File: config.mk
export PLATFORM = sky130hd
export DESIGN_NAME = if_prefetch_stage
export DESIGN_NICKNAME = d
export VERILOG_FILES = /design/src/rtl/if_pkg.sv /design/src/rtl/if_queue.sv /design/src/rtl/if_prefetch_stage.sv
export SDC_FILE = /design/constraint.sdc
export NUM_CORES = 1
export LEC_CHECK = 0
export CAP_MARGIN = 15
export CORE_ASPECT_RATIO = 1.25
export CORE_MARGIN = 1.5
export CORE_UTILIZATION = 45
export DETAILED_ROUTE_END_ITERATION = 7
export GPL_TIMING_DRIVEN = 0
export PLACE_DENSITY = 0.7
export RECOVER_POWER = 100
export SYNTH_ARGS = -nofsm -noshare
export SYNTH_HDL_FRONTEND = slang
export SYNTH_SLANG_ARGS = --single-unit
File: constraint.sdc
create_clock -name CLK -period 4.27 [get_ports CLK]
set_input_delay 0.6405 -clock CLK [delete_from_list [all_inputs] [get_ports CLK]]
set_output_delay 0.6405 -clock CLK [all_outputs]
set_load 0.02 [all_outputs]
File: src/rtl/if_pkg.sv
// Shared types and default sizing for the instruction-fetch prefetch stage.
package if_pkg;

  localparam int unsigned IF_XLEN  = 32;
  localparam int unsigned IF_DEPTH = 4;
  localparam int unsigned PTR_W    = $clog2(IF_DEPTH);

  typedef enum logic [1:0] {
    S_BOOT,
    S_RUN,
    S_REDIRECT
  } fetch_state_t;

  typedef struct packed {
    logic [IF_XLEN-1:0] instr;
    logic [IF_XLEN-1:0] npc;
  } if_entry_t;

endpackage

File: src/rtl/if_queue.sv
// DEPTH-entry circular buffer of fetched {instr, npc} entries with flush.
// When empty the head output holds the most recently popped entry.
module if_queue
  import if_pkg::*;
#(
  parameter int unsigned  DEPTH = IF_DEPTH,
  localparam int unsigned PW    = $clog2(DEPTH),
  localparam int unsigned CW    = PW + 1
) (
  input  logic          clk,
  input  logic          rst_n,
  input  logic          push,
  input  if_entry_t     push_data,
  input  logic          pop,
  input  logic          flush,
  output if_entry_t     head,
  output logic [CW-1:0] count,
  output logic          full,
  output logic          empty
);

  if_entry_t         mem_q [DEPTH];
  logic [PW-1:0]     wr_ptr_q, wr_ptr_d;
  logic [PW-1:0]     rd_ptr_q, rd_ptr_d;
  logic [CW-1:0]     count_q, count_d;
  if_entry_t         last_q, last_d;
  logic              do_push, do_pop;

  assign empty   = (count_q == '0);
  assign full    = (count_q == CW'(DEPTH));
  assign do_push = push && !full;
  assign do_pop  = pop && !empty;
  assign count   = count_q;
  assign head    = empty ? last_q : mem_q[rd_ptr_q];

  // A pop in a flush cycle still retires the head into last_q.
  always_comb begin
    wr_ptr_d = wr_ptr_q;
    rd_ptr_d = rd_ptr_q;
    count_d  = count_q;
    last_d   = last_q;
    if (do_pop) begin
      last_d = mem_q[rd_ptr_q];
    end
    if (flush) begin
      wr_ptr_d = '0;
      rd_ptr_d = '0;
      count_d  = '0;
    end else begin
      if (do_push) begin
        wr_ptr_d = wr_ptr_q + PW'(1);
      end
      if (do_pop) begin
        rd_ptr_d = rd_ptr_q + PW'(1);
      end
      case ({do_push, do_pop})
        2'b10:   count_d = count_q + CW'(1);
        2'b01:   count_d = count_q - CW'(1);
        default: ;
      endcase
    end
  end

  always_ff @(posedge clk or negedge rst_n) begin
    if (!rst_n) begin
      wr_ptr_q <= '0;
      rd_ptr_q <= '0;
      count_q  <= '0;
      last_q   <= '0;
    end else begin
      wr_ptr_q <= wr_ptr_d;
      rd_ptr_q <= rd_ptr_d;
      count_q  <= count_d;
      last_q   <= last_d;
    end
  end

  always_ff @(posedge clk) begin
    if (do_push && !flush) begin
      mem_q[wr_ptr_q] <= push_data;
    end
  end

endmodule

File: src/rtl/if_prefetch_stage.sv
// Instruction-fetch stage: sequential prefetch into a small queue, epoch-tagged
// responses, branch redirect/flush. Optional perf counters under IF_PERF_CNT_EN.
module if_prefetch_stage
  import if_pkg::*;
#(
  parameter int unsigned     XLEN     = IF_XLEN,
  parameter int unsigned     DEPTH    = IF_DEPTH,
  parameter int unsigned     PC_STEP  = 4,
  parameter logic [XLEN-1:0] RESET_PC = '0
) (
  input  logic            CLK,
  input  logic            RST,
  input  logic            BRANCH,
  input  logic [XLEN-1:0] EX_MEM_NPC,
  input  logic            PC_WRITE,
  output logic            IMEM_REQ,
  output logic [XLEN-1:0] IMEM_ADDR,
  input  logic [XLEN-1:0] IMEM_RDATA,
  output logic            IF_ID_VALID,
  input  logic            IF_ID_READY,
  output logic [XLEN-1:0] IF_ID_INSTR,
  output logic [XLEN-1:0] IF_ID_NPC
`ifdef IF_PERF_CNT_EN
  ,
  output logic [31:0]     FETCH_CNT,
  output logic [31:0]     FLUSH_CNT
`endif
);

  localparam int unsigned CNT_W = $clog2(DEPTH) + 1;
  localparam int unsigned OCC_W = CNT_W + 1;

  fetch_state_t    state_q, state_d;
  logic [XLEN-1:0] pc_q, pc_d;
  logic            epoch_q, epoch_d;
  logic            inflight_q, inflight_d;
  logic            inflight_epoch_q, inflight_epoch_d;
  logic [XLEN-1:0] inflight_addr_q, inflight_addr_d;

  logic             issue_c;
  logic             push_c;
  logic             pop_c;
  logic [CNT_W-1:0] q_count;
  logic             q_full;
  logic             q_empty;
  logic [OCC_W-1:0] occupancy;
  if_entry_t        push_entry;
  if_entry_t        head_entry;

  // Counting the in-flight fetch reserves a slot so its response always fits.
  assign occupancy = {1'b0, q_count} + OCC_W'(inflight_q);
  assign issue_c   = (state_q == S_RUN) && PC_WRITE && !BRANCH && !q_full &&
                     (occupancy < OCC_W'(DEPTH));
  assign push_c    = inflight_q && (inflight_epoch_q == epoch_q) && !BRANCH;
  assign pop_c     = !q_empty && IF_ID_READY;

  assign push_entry.instr = IMEM_RDATA;
  assign push_entry.npc   = inflight_addr_q + XLEN'(PC_STEP);

  if_queue #(
    .DEPTH (DEPTH)
  ) u_queue (
    .clk       (CLK),
    .rst_n     (RST),
    .push      (push_c),
    .push_data (push_entry),
    .pop       (pop_c),
    .flush     (BRANCH),
    .head      (head_entry),
    .count     (q_count),
    .full      (q_full),
    .empty     (q_empty)
  );

  assign IMEM_REQ    = issue_c;
  assign IMEM_ADDR   = pc_q;
  assign IF_ID_VALID = !q_empty;
  assign IF_ID_INSTR = head_entry.instr;
  assign IF_ID_NPC   = head_entry.npc;

  // Fetch sequencing: one idle cycle after reset and after every redirect.
  always_comb begin
    state_d = state_q;
    case (state_q)
      S_BOOT:     state_d = S_RUN;
      S_RUN:      state_d = BRANCH ? S_REDIRECT : S_RUN;
      S_REDIRECT: state_d = BRANCH ? S_REDIRECT : S_RUN;
      default:    state_d = S_BOOT;
    endcase
  end

  always_comb begin
    pc_d             = pc_q;
    epoch_d          = epoch_q;
    inflight_d       = issue_c;
    inflight_epoch_d = epoch_q;
    inflight_addr_d  = inflight_addr_q;
    if (BRANCH) begin
      pc_d    = EX_MEM_NPC;
      epoch_d = ~epoch_q;
    end else if (issue_c) begin
      pc_d = pc_q + XLEN'(PC_STEP);
    end
    if (issue_c) begin
      inflight_addr_d = pc_q;
    end
  end

  always_ff @(posedge CLK or negedge RST) begin
    if (!RST) begin
      state_q          <= S_BOOT;
      pc_q             <= RESET_PC;
      epoch_q          <= 1'b0;
      inflight_q       <= 1'b0;
      inflight_epoch_q <= 1'b0;
      inflight_addr_q  <= '0;
    end else begin
      state_q          <= state_d;
      pc_q             <= pc_d;
      epoch_q          <= epoch_d;
      inflight_q       <= inflight_d;
      inflight_epoch_q <= inflight_epoch_d;
      inflight_addr_q  <= inflight_addr_d;
    end
  end

`ifdef IF_PERF_CNT_EN
  logic [31:0] fetch_cnt_q, fetch_cnt_d;
  logic [31:0] flush_cnt_q, flush_cnt_d;

  always_comb begin
    fetch_cnt_d = fetch_cnt_q + 32'(pop_c);
    flush_cnt_d = flush_cnt_q + 32'(BRANCH);
  end

  always_ff @(posedge CLK or negedge RST) begin
    if (!RST) begin
      fetch_cnt_q <= '0;
      flush_cnt_q <= '0;
    end else begin
      fetch_cnt_q <= fetch_cnt_d;
      flush_cnt_q <= flush_cnt_d;
    end
  end

  assign FETCH_CNT = fetch_cnt_q;
  assign FLUSH_CNT = flush_cnt_q;
`endif

endmodule

* Word level (Yosys, flattened, before mapping)
Memory sizes are Yosys's and may differ from the RTL's.
Index checks and enable logic that the tools add are counted.
** Operators by class
- Bitwise operators :: 1
- Equality and inequality tests :: 6
- Reductions and logical operators :: 20
- $lt $le $gt $ge :: 1
- $add $sub $neg :: 7
- Multiplexer cells :: 13
** Operators by type and width (number)
- adder 32 x 3 -> 32 bit, second input constant :: 2
- 2-to-1 mux 32 bit :: 2
- 2-to-1 mux 64 bit :: 1
- logical AND 1 bit :: 10
- 2-to-1 mux 2 bit :: 5
- case mux 3 bit (2 select lines) :: 1
- nonzero test 2 bit :: 3
- adder 2 x 1 -> 2 bit, second input constant :: 2
- adder 3 x 1 -> 4 bit :: 1
- equality test 2 x 1 -> 1 bit, second input constant :: 2
- equality test 2 bit, second input constant :: 2
- less-than comparator 4 x 3 -> 1 bit, second input constant :: 1
- case mux 2 bit (2 select lines) :: 1
- adder 3 x 1 -> 3 bit, second input constant :: 1
- equality test 3 bit, second input constant :: 1
- logical NOT 1 bit :: 3
- logical NOT 3 bit :: 1
- 2-to-1 mux 3 bit :: 1
- nonzero test 3 bit :: 1
- subtractor 3 x 1 -> 3 bit, second input constant :: 1
- logical NOT 2 bit :: 1
- 2-to-1 mux 1 bit :: 2
- OR reduction 2 bit :: 1
- equality test 1 bit :: 1
- NOT 1 bit :: 1
** Storage, ports and cells
- Register bits after elaboration :: 140
- Memory bits (writable) :: 256
- Memories :: 1
** Memories
- u_queue.mem_q :: depth 4, bits a word 64, rd ports 1, clocked after memory_dff 0, write ports 1, line if_queue.sv:22 : if_entry_t mem_q [DEPTH];

* Longest topological paths before layout
Gate-level depths: netlist (run 1).
- Depth in word-level cells :: 7
- Mapped depth :: 10
- Mapped depth without buffers :: 7

* By module
A second synthesis (run 1) with hierarchy kept.
** Second synthesis, totals
- Cell total of the unflattened synthesis :: 1000
- Area total of the unflattened synthesis :: 16836.1 µm²
** By module, submodules not included
- if_queue :: cells each 606, area an instance 12959.9 µm², sequential area each 9464.1 µm², times used 1
- if_prefetch_stage :: cells each 394, area an instance 3876.2 µm², sequential area each 1726.7 µm², times used 1

* Worst setup path before layout (run 1)
Ideal clock, no wire load.
- Path kind :: flip-flop to flip-flop
- Start point :: register epoch_q
- End point :: memory u_queue.mem_q[0][0] (netlist name) (enable)
- Data arrival time :: 2.768 ns
- Library setup time :: 0.429 ns
- Buffers on the path :: 0
- Path slack :: 1.073 ns
- Cell stages (with the launch flop) :: 4
- Period minus slack after synthesis :: 3.197 ns
- Data required time :: 3.841 ns
- Cell sequence :: dfrtp_1 > xor2_1 > a2111oi_4 > and2_1
** On the way
- Longest elaborated chain between the ends :: 7
** RTL lines
- start, declared :: line if_prefetch_stage.sv:35 : logic epoch_q, epoch_d;
- start signal, assigned :: line if_prefetch_stage.sv:120 : epoch_q <= epoch_d;
- equality test 1 bit :: line if_prefetch_stage.sv:54 : assign push_c = inflight_q && (inflight_epoch_q == epoch_q) && !BRANCH;
- logical AND 1 bit (2 in series) :: line if_prefetch_stage.sv:54
- logical AND 1 bit :: line if_queue.sv:31 : assign do_push = push && !full;
- logical AND 1 bit :: line if_queue.sv:79 : if (do_push && !flush) begin
- 2-to-1 mux 1 bit :: line if_queue.sv:79
- 2-to-1 mux 1 bit (not written as such) :: line if_queue.sv:80 : mem_q[wr_ptr_q] <= push_data;
- end, declared :: line if_queue.sv:22
Every way passes these cells.

* Worst setup path in the final report (run 1)
- Start point :: input BRANCH
- End point :: output IMEM_REQ
** On the way
- Longest elaborated chain between the ends :: 4
** RTL lines
- start, declared :: line if_prefetch_stage.sv:13 : input logic BRANCH,
- logical NOT 1 bit :: line if_prefetch_stage.sv:52 : assign issue_c = (state_q == S_RUN) && PC_WRITE && !BRANCH && !q_full &&
- logical AND 1 bit (3 in series) :: line if_prefetch_stage.sv:52
- end, declared :: line if_prefetch_stage.sv:16 : output logic IMEM_REQ,
Every way passes these cells.

==> results.yml, run 1 <==
drt:
  vias_per_cell: 5.631
  vias: 9967
  wl_microns: 37170
  drt-wirelength-per-cell_microns: 21.00
  ant_nets: 0
  dr.first_iter.drc_count: 592
  drc: 0
  first_pass_iters: 5
cells_and_area:
  finish.utilization_pct: 55.82
  final_nets: 1339
  drive_gt1_share_pct: 21.09
  instances_no_fill: 1770
  seq_area_sq_um: 11190
  fillers: 2924
  syn_to_final_growth_pct: 21.68
  n_antenna_cell: 0
  multi_input_area_sq_um: 5225
critical_path:
  cpMostUsedCell: "buf_2"
  crit_fanout: 11
  worst_setup_path_start_kind: "input pin"
  rrSetupSlack_ns: 0.26
  crit_arrival_ns: 3.44
  crit_path_end_kind: "output pin"
  crit_buf_inv: 6
  path_class: "in2out"
  critical_path_required_ns: 3.63
  cpMaxStageDelayCell: "dlygate4sd3_1"
  crit_family: "buffers and inverters"
  max_stage_delay_ns: 0.74
  crit_chain: "dlygate4sd3_1 > nor4bb_1 > buf_2 > nand2_2 > inv_1 > buf_2 > buf_2 > dlygate4sd3_1"
clock_network:
  numCtsBuffers: 38
  cts_setup_buffers: 0
  cts.sinks: 396
  cts.clk_slew.worst_paths_ns: 0.06
  cts_resized: 0
  cts_tree: "done"
  cts_max_level: 2
  clockBufferDepth: 3
  clk-insertion-delay-late_ns: 0.54
  holdBufCountCts: 0
  clockRootBuffer: "clkbuf_16"
die:
  die_w_microns: 175.5
  rows: 78
  io_pins: 167
  die-area_sq_um: 38390
  fp.dieH_microns: 218.7
  start_util_pct: 45.88
  core_area_sq_um: 36500
status:
  violations: "capacitance limit, slew limit"
  status: "finished, violations left"
flow_run:
  max-cap-violations: 8
sta:
  hold_viol_final: 0
  finalSetupViolations: 0
  min_period_ns: 4.084
  fmax_mhz: 244.9
  finalCritPeriodShare_pct: 95.63
  fin_setup_tns_ns: 0
  drv_slew: 277
  skew_ns: 0.02371
  rsz0062_at_grt: "no"
  relSlewSlack_pct: -48.72
  fin_worst_hold_slack_ns: 0.4389
  worst_slew_pin_slew_ns: 2.230
global_route:
  grt_overflow: 0
  track_usage_pct: 19.88
  grt_max_degree: 73
  grt_pass1_vias: 10490
  antenna_found_initial: 1
  grt_pass1_wl_microns: 58390
synthesis:
  yosysTopAreaCellShare_pct: 45.91
  syn-num-nets: 1128
  synthFlopType: "edfxtp_1"
  synthTopCellsByArea: "edfxtp_1 46%, dfrtp_1 21%, mux2_2 8.7%"
  async_reset_ff_share_pct: 35.35
  ys_ff_latch: 396
  yosysSeqAreaShare_pct: 66.83
  avgSynthCellArea_sq_um: 15.96
  yosys-top-cells-count: "256 x edfxtp_1, 140 x dfrtp_1, 130 x mux2_2, 117 x nand2_1, 64 x mux4_2"
  yosys.area.top_type: "edfxtp_1"
  synthDistinctLibCells: 53
  synth_most_common_cell: "edfxtp_1"
  netlist_area_sq_um: 16750
  yosysWarnings: 0
  synth_edf_count: 256
  netlist_instances: 1049
hold_path:
  hold_class: "reg2reg"
pwr:
  finalPower_uw: 13810
  ir_drop_v: 0.0002921
  p_leak_uw: 0.007342
  powerDensity_nw_per_um2: 677.6
placed_design:
  globalplace.congestion: 0.8879
  hpwlAfterDp_microns: 24600
  numPortBuffers: 166
  dp.cells: 1700
## worst paths after layout
path,start,end,depth (start not counted)
min in group asynchronous,RST,u_queue.last_q[62],1
min,epoch_q,inflight_epoch_q,0
max,BRANCH,IMEM_REQ,8
min reg2reg,epoch_q,inflight_epoch_q,0
max reg2reg,u_queue.count[0],u_queue.count[2],8
max in group asynchronous,RST,inflight_addr_q[7],2
## worst register-to-register path, stage by stage (launching register included)
cell	delay, ns
dfrtp_1	0.48
o31ai_1	1.22
clkbuf_1	0.64
buf_2	0.42
nor2_1	0.10
fa_1	0.41
and2_1	0.15
mux2i_1	0.14
mux2_1	0.34
## cell type report
cell class	instances	share of cell area, %
inverter	19	0.3500
sequential	396	54.92
multi-input combinational	579	25.64
clock inverter	20	1.425
clock buffer	50	4.986
tap	480	2.947
timing repair buffer	171	8.621
buffer	55	1.105
## report_power, final
group	internal (uW)	switching [uW]
Sequential	4870	478
Clock	2110	1410
Combinational	2410	2520
Total	9390	4410
## placed cells by master (no fill, tap or decap), types with 13 or more instances in the layout
| cell | netlist | final |
|---|---|---|
| edfxtp_1 | 256 | 256 |
| dfrtp_1 | 140 | 140 |
| mux2_2 | 130 | 130 |
| dlygate4sd3_1 | 0 | 119 |
| nand2_1 | 117 | 117 |
| mux4_2 | 64 | 64 |
| clkbuf_1 | 24 | 48 |
| clkdlybuf4s50_1 | 0 | 46 |
| clkbuf_16 | 0 | 38 |
| nand3_1 | 35 | 35 |
| xnor2_1 | 24 | 24 |
| nand4_1 | 24 | 24 |
| nor2_1 | 18 | 19 |
| inv_1 | 19 | 19 |
| o21ai_0 | 18 | 18 |
| buf_2 | 20 | 13 |
| o211ai_1 | 13 | 13 |
## state kept, by name, indices dropped and copies added (netlist names)
register and flops:
epoch_q 1, u_queue.wr_ptr_q 2, inflight_epoch_q 1, u_queue.rd_ptr_q 2, IMEM_ADDR 32, inflight_q 1
u_queue.count 3, u_queue.mem_q 256, state_q 2, u_queue.last_q 64, inflight_addr_q 32
## per-layer routing
metal | up-vias | global-route usage, % | routed length, microns
met3 | 68 | 2.975 | 1812
met4 | 0 | 6.410 | 932
met5 | - | 0 | 0
met1 | 5104 | 25.34 | 15310
met2 | 327 | 34.91 | 19120
li1 | 4468 | - | -
## through the flow
step / area (sq um) / setup WS (ns)
after floorplan: 16750 / 1.073
after global placement: 19010 / -3.854
after detailed placement: 19140 / 0.3736
after CTS: 20450 / 0.1918
after global routing: 20380 / 0.08065
final: 20380 / 0.1865
## logic make-up after synthesis
family | count (synthesis) | synth area share [%]
AND/OR/NAND/NOR | 263 | 7.793
buffers and inverters | 74 | 1.838
AO/OA/AOI/OAI | 74 | 3.317
flip-flops | 396 | 66.83
multiplexers | 199 | 17.66
XOR/XNOR | 33 | 1.771
adder cells (fa/ha/maj) | 10 | 0.7920
Power figures use the tool's default switching activity.
==> run 2: changes to the inputs <==
--- a/config.mk
+++ b/config.mk
@@ -8,11 +8,12 @@
 export CAP_MARGIN = 15
 export CORE_ASPECT_RATIO = 1.25
 export CORE_MARGIN = 1.5
-export CORE_UTILIZATION = 45
+export CORE_UTILIZATION = 39
 export DETAILED_ROUTE_END_ITERATION = 7
 export GPL_TIMING_DRIVEN = 0
-export PLACE_DENSITY = 0.7
+export PLACE_DENSITY = 0.63
 export RECOVER_POWER = 100
+export SKIP_CTS_REPAIR_TIMING = 1
 export SYNTH_ARGS = -nofsm -noshare
 export SYNTH_HDL_FRONTEND = slang
 export SYNTH_SLANG_ARGS = --single-unit
==> run 2 against run 1 <==
Against the previous run:
- register-to-register slack better by 0.20 ns
- sequential cell count stayed put
- combinational power hardly changed
- critical endpoint is now IF_ID_INSTR[28]
- cell count is 4.9% higher
- cell area is 1.3% higher
- sequential share of layout area is 0.70 points lower
- first-iteration DRC count is 16% lower
- non-clock buffer count stayed put
- the run still ends with capacitance limit, slew limit left
- global-route usage is 2.3 points lower
- die area is 15% higher
- largest cell class unchanged
==> results.yml, run 2 (same netlist as run 1, synthesis figures left out) <==
status:
  violations: "capacitance limit, slew limit"
  status: "finished, violations left"
critical_path:
  critical_path_required_ns: 3.63
  crit_arrival_ns: 3.42
  worst_setup_path_start_kind: "flop"
  crit_path_end_kind: "output pin"
  path_class: "reg2out"
  crit_fanout: 10
cells_and_area:
  largest_reg_flops: 256
  seq_area_sq_um: 11190
  layout_commonest_cell: "edfxtp_1"
  multi_input_area_sq_um: 5220
  reg_top3: "u_queue.mem_q (256), u_queue.last_q (64)"
  final_nets: 1342
  fillers: 3690
  design_area_sq_um: 20640
  finish.utilization_pct: 48.85
  drive_gt1_share_pct: 22.07
  final_cell_mix: "256 x edfxtp_1, 140 x dfrtp_1, 130 x mux2_2"
  syn_to_final_growth_pct: 23.25
  top_register: "u_queue.mem_q"
  instances_no_fill: 1856
pwr:
  powerDensity_nw_per_um2: 681.0
  p_leak_uw: 0.007410
  ir_drop_v: 0.0003585
die:
  io_pins: 167
  die-area_sq_um: 44200
  core_area_sq_um: 42250
  start_util_pct: 39.64
  die_w_microns: 188.3
  rows: 84
  fp.dieH_microns: 234.7
drt:
  drc: 0
  ant_nets: 0
  first_pass_iters: 5
  vias_per_cell: 5.320
  wl_microns: 37870
  vias: 9873
  drt-wirelength-per-cell_microns: 20.41
  dr.first_iter.drc_count: 496
clock_network:
  numCtsBuffers: 41
  cts.clk_slew.worst_paths_ns: 0.06
  cts_max_level: 2
  clockBufferDepth: 3
  clockRootBuffer: "clkbuf_16"
  cts_tree: "done"
  clk-insertion-delay-late_ns: 0.54
  cts.sinks: 396
placed_design:
  hpwlAfterDp_microns: 25070
  dp.cells: 1779
  numPortBuffers: 166
  placed_area_sq_um: 19250
  globalplace.congestion: 0.8796
sta:
  drv_slew: 85
  fin_worst_hold_slack_ns: 0.4680
  hold_viol_final: 0
  rsz0062_at_grt: "no"
  finalCritPeriodShare_pct: 95.18
  skew_ns: 0.02093
  min_period_ns: 4.064
  relSlewSlack_pct: -128.3
  finalSetupViolations: 0
  fmax_mhz: 246.0
  worst_slew_pin_slew_ns: 3.425
global_route:
  grt_pass1_vias: 10470
  grt_overflow: 0
  antenna_found_initial: 1
  grt_max_degree: 79
  grt_pass1_wl_microns: 59770
  met3_usage_pct: 3.495
  gr-max-usage-layer: "met2"
  track_usage_pct: 17.56
  met1_usage_pct: 22.48
  grt_use_met2_pct: 30.03
hold_path:
  hold_class: "reg2reg"
flow_run:
  max-cap-violations: 3
==> run 2: cell type report <==
cell class / count / share of cell area (%)
Inverter: 19 / 0.3455
Sequential cell: 396 / 54.22
Clock inverter: 21 / 1.297
Antenna cell: 1 / 0.01212
Tap cell: 559 / 3.389
Buffer: 55 / 1.091
Clock buffer: 55 / 5.674
Multi-Input combinational cell: 579 / 25.29
Timing Repair Buffer: 171 / 8.681
==> run 2: layer usage <==
metal	share of wire, %	vias to the layer above
met5	0	-
met3	5.6	59
met2	50	310
met1	42	5022
met4	2.3	0
li1	-	4482
==> run 2: path summary, 6_finish.rpt <==
path | from | endpoint | slack [ns] | depth (start not counted)
worst max-delay path | u_queue.rd_ptr_q[1] | IF_ID_INSTR[28] | 0.21 | 5
worst min-delay path | epoch_q | inflight_epoch_q | 0.47 | 0
worst max register to register | u_queue.count[1] | u_queue.count[2] | 0.46 | 8
worst min register to register | epoch_q | inflight_epoch_q | 0.47 | 0
max in group asynchronous | RST | u_queue.last_q[7] | 0.84 | 1
min in group asynchronous | RST | IMEM_ADDR[17] | 1.43 | 1
==> run 2: through the flow <==
step / total power, uW / setup WS (ns) / setup TNS [ns]
3_5_place_dp: 10680 / 0.3700 / 0
4_1_cts: 14480 / 0.1509 / 0
5_1_grt: 14800 / 0.05469 / 0
2_1_floorplan: 8537 / 1.073 / 0
6_report: 14060 / 0.2057 / 0
3_3_place_gp: 10590 / -4.113 / -803.25
==> run 2: power breakdown <==
group	total [uW]	switching (uW)	internal [uW]
sequential	5330	464	4870
combinational	4970	2540	2430
clock	3760	1460	2300
==> run 2: critical path, cell delays in order, from the launching register on <==
cell and delay, ns:
dfrtp_1 0.37, clkbuf_1 0.53, clkbuf_1 0.62, mux4_2 0.42, mux2_2 0.28, dlygate4sd3_1 0.65
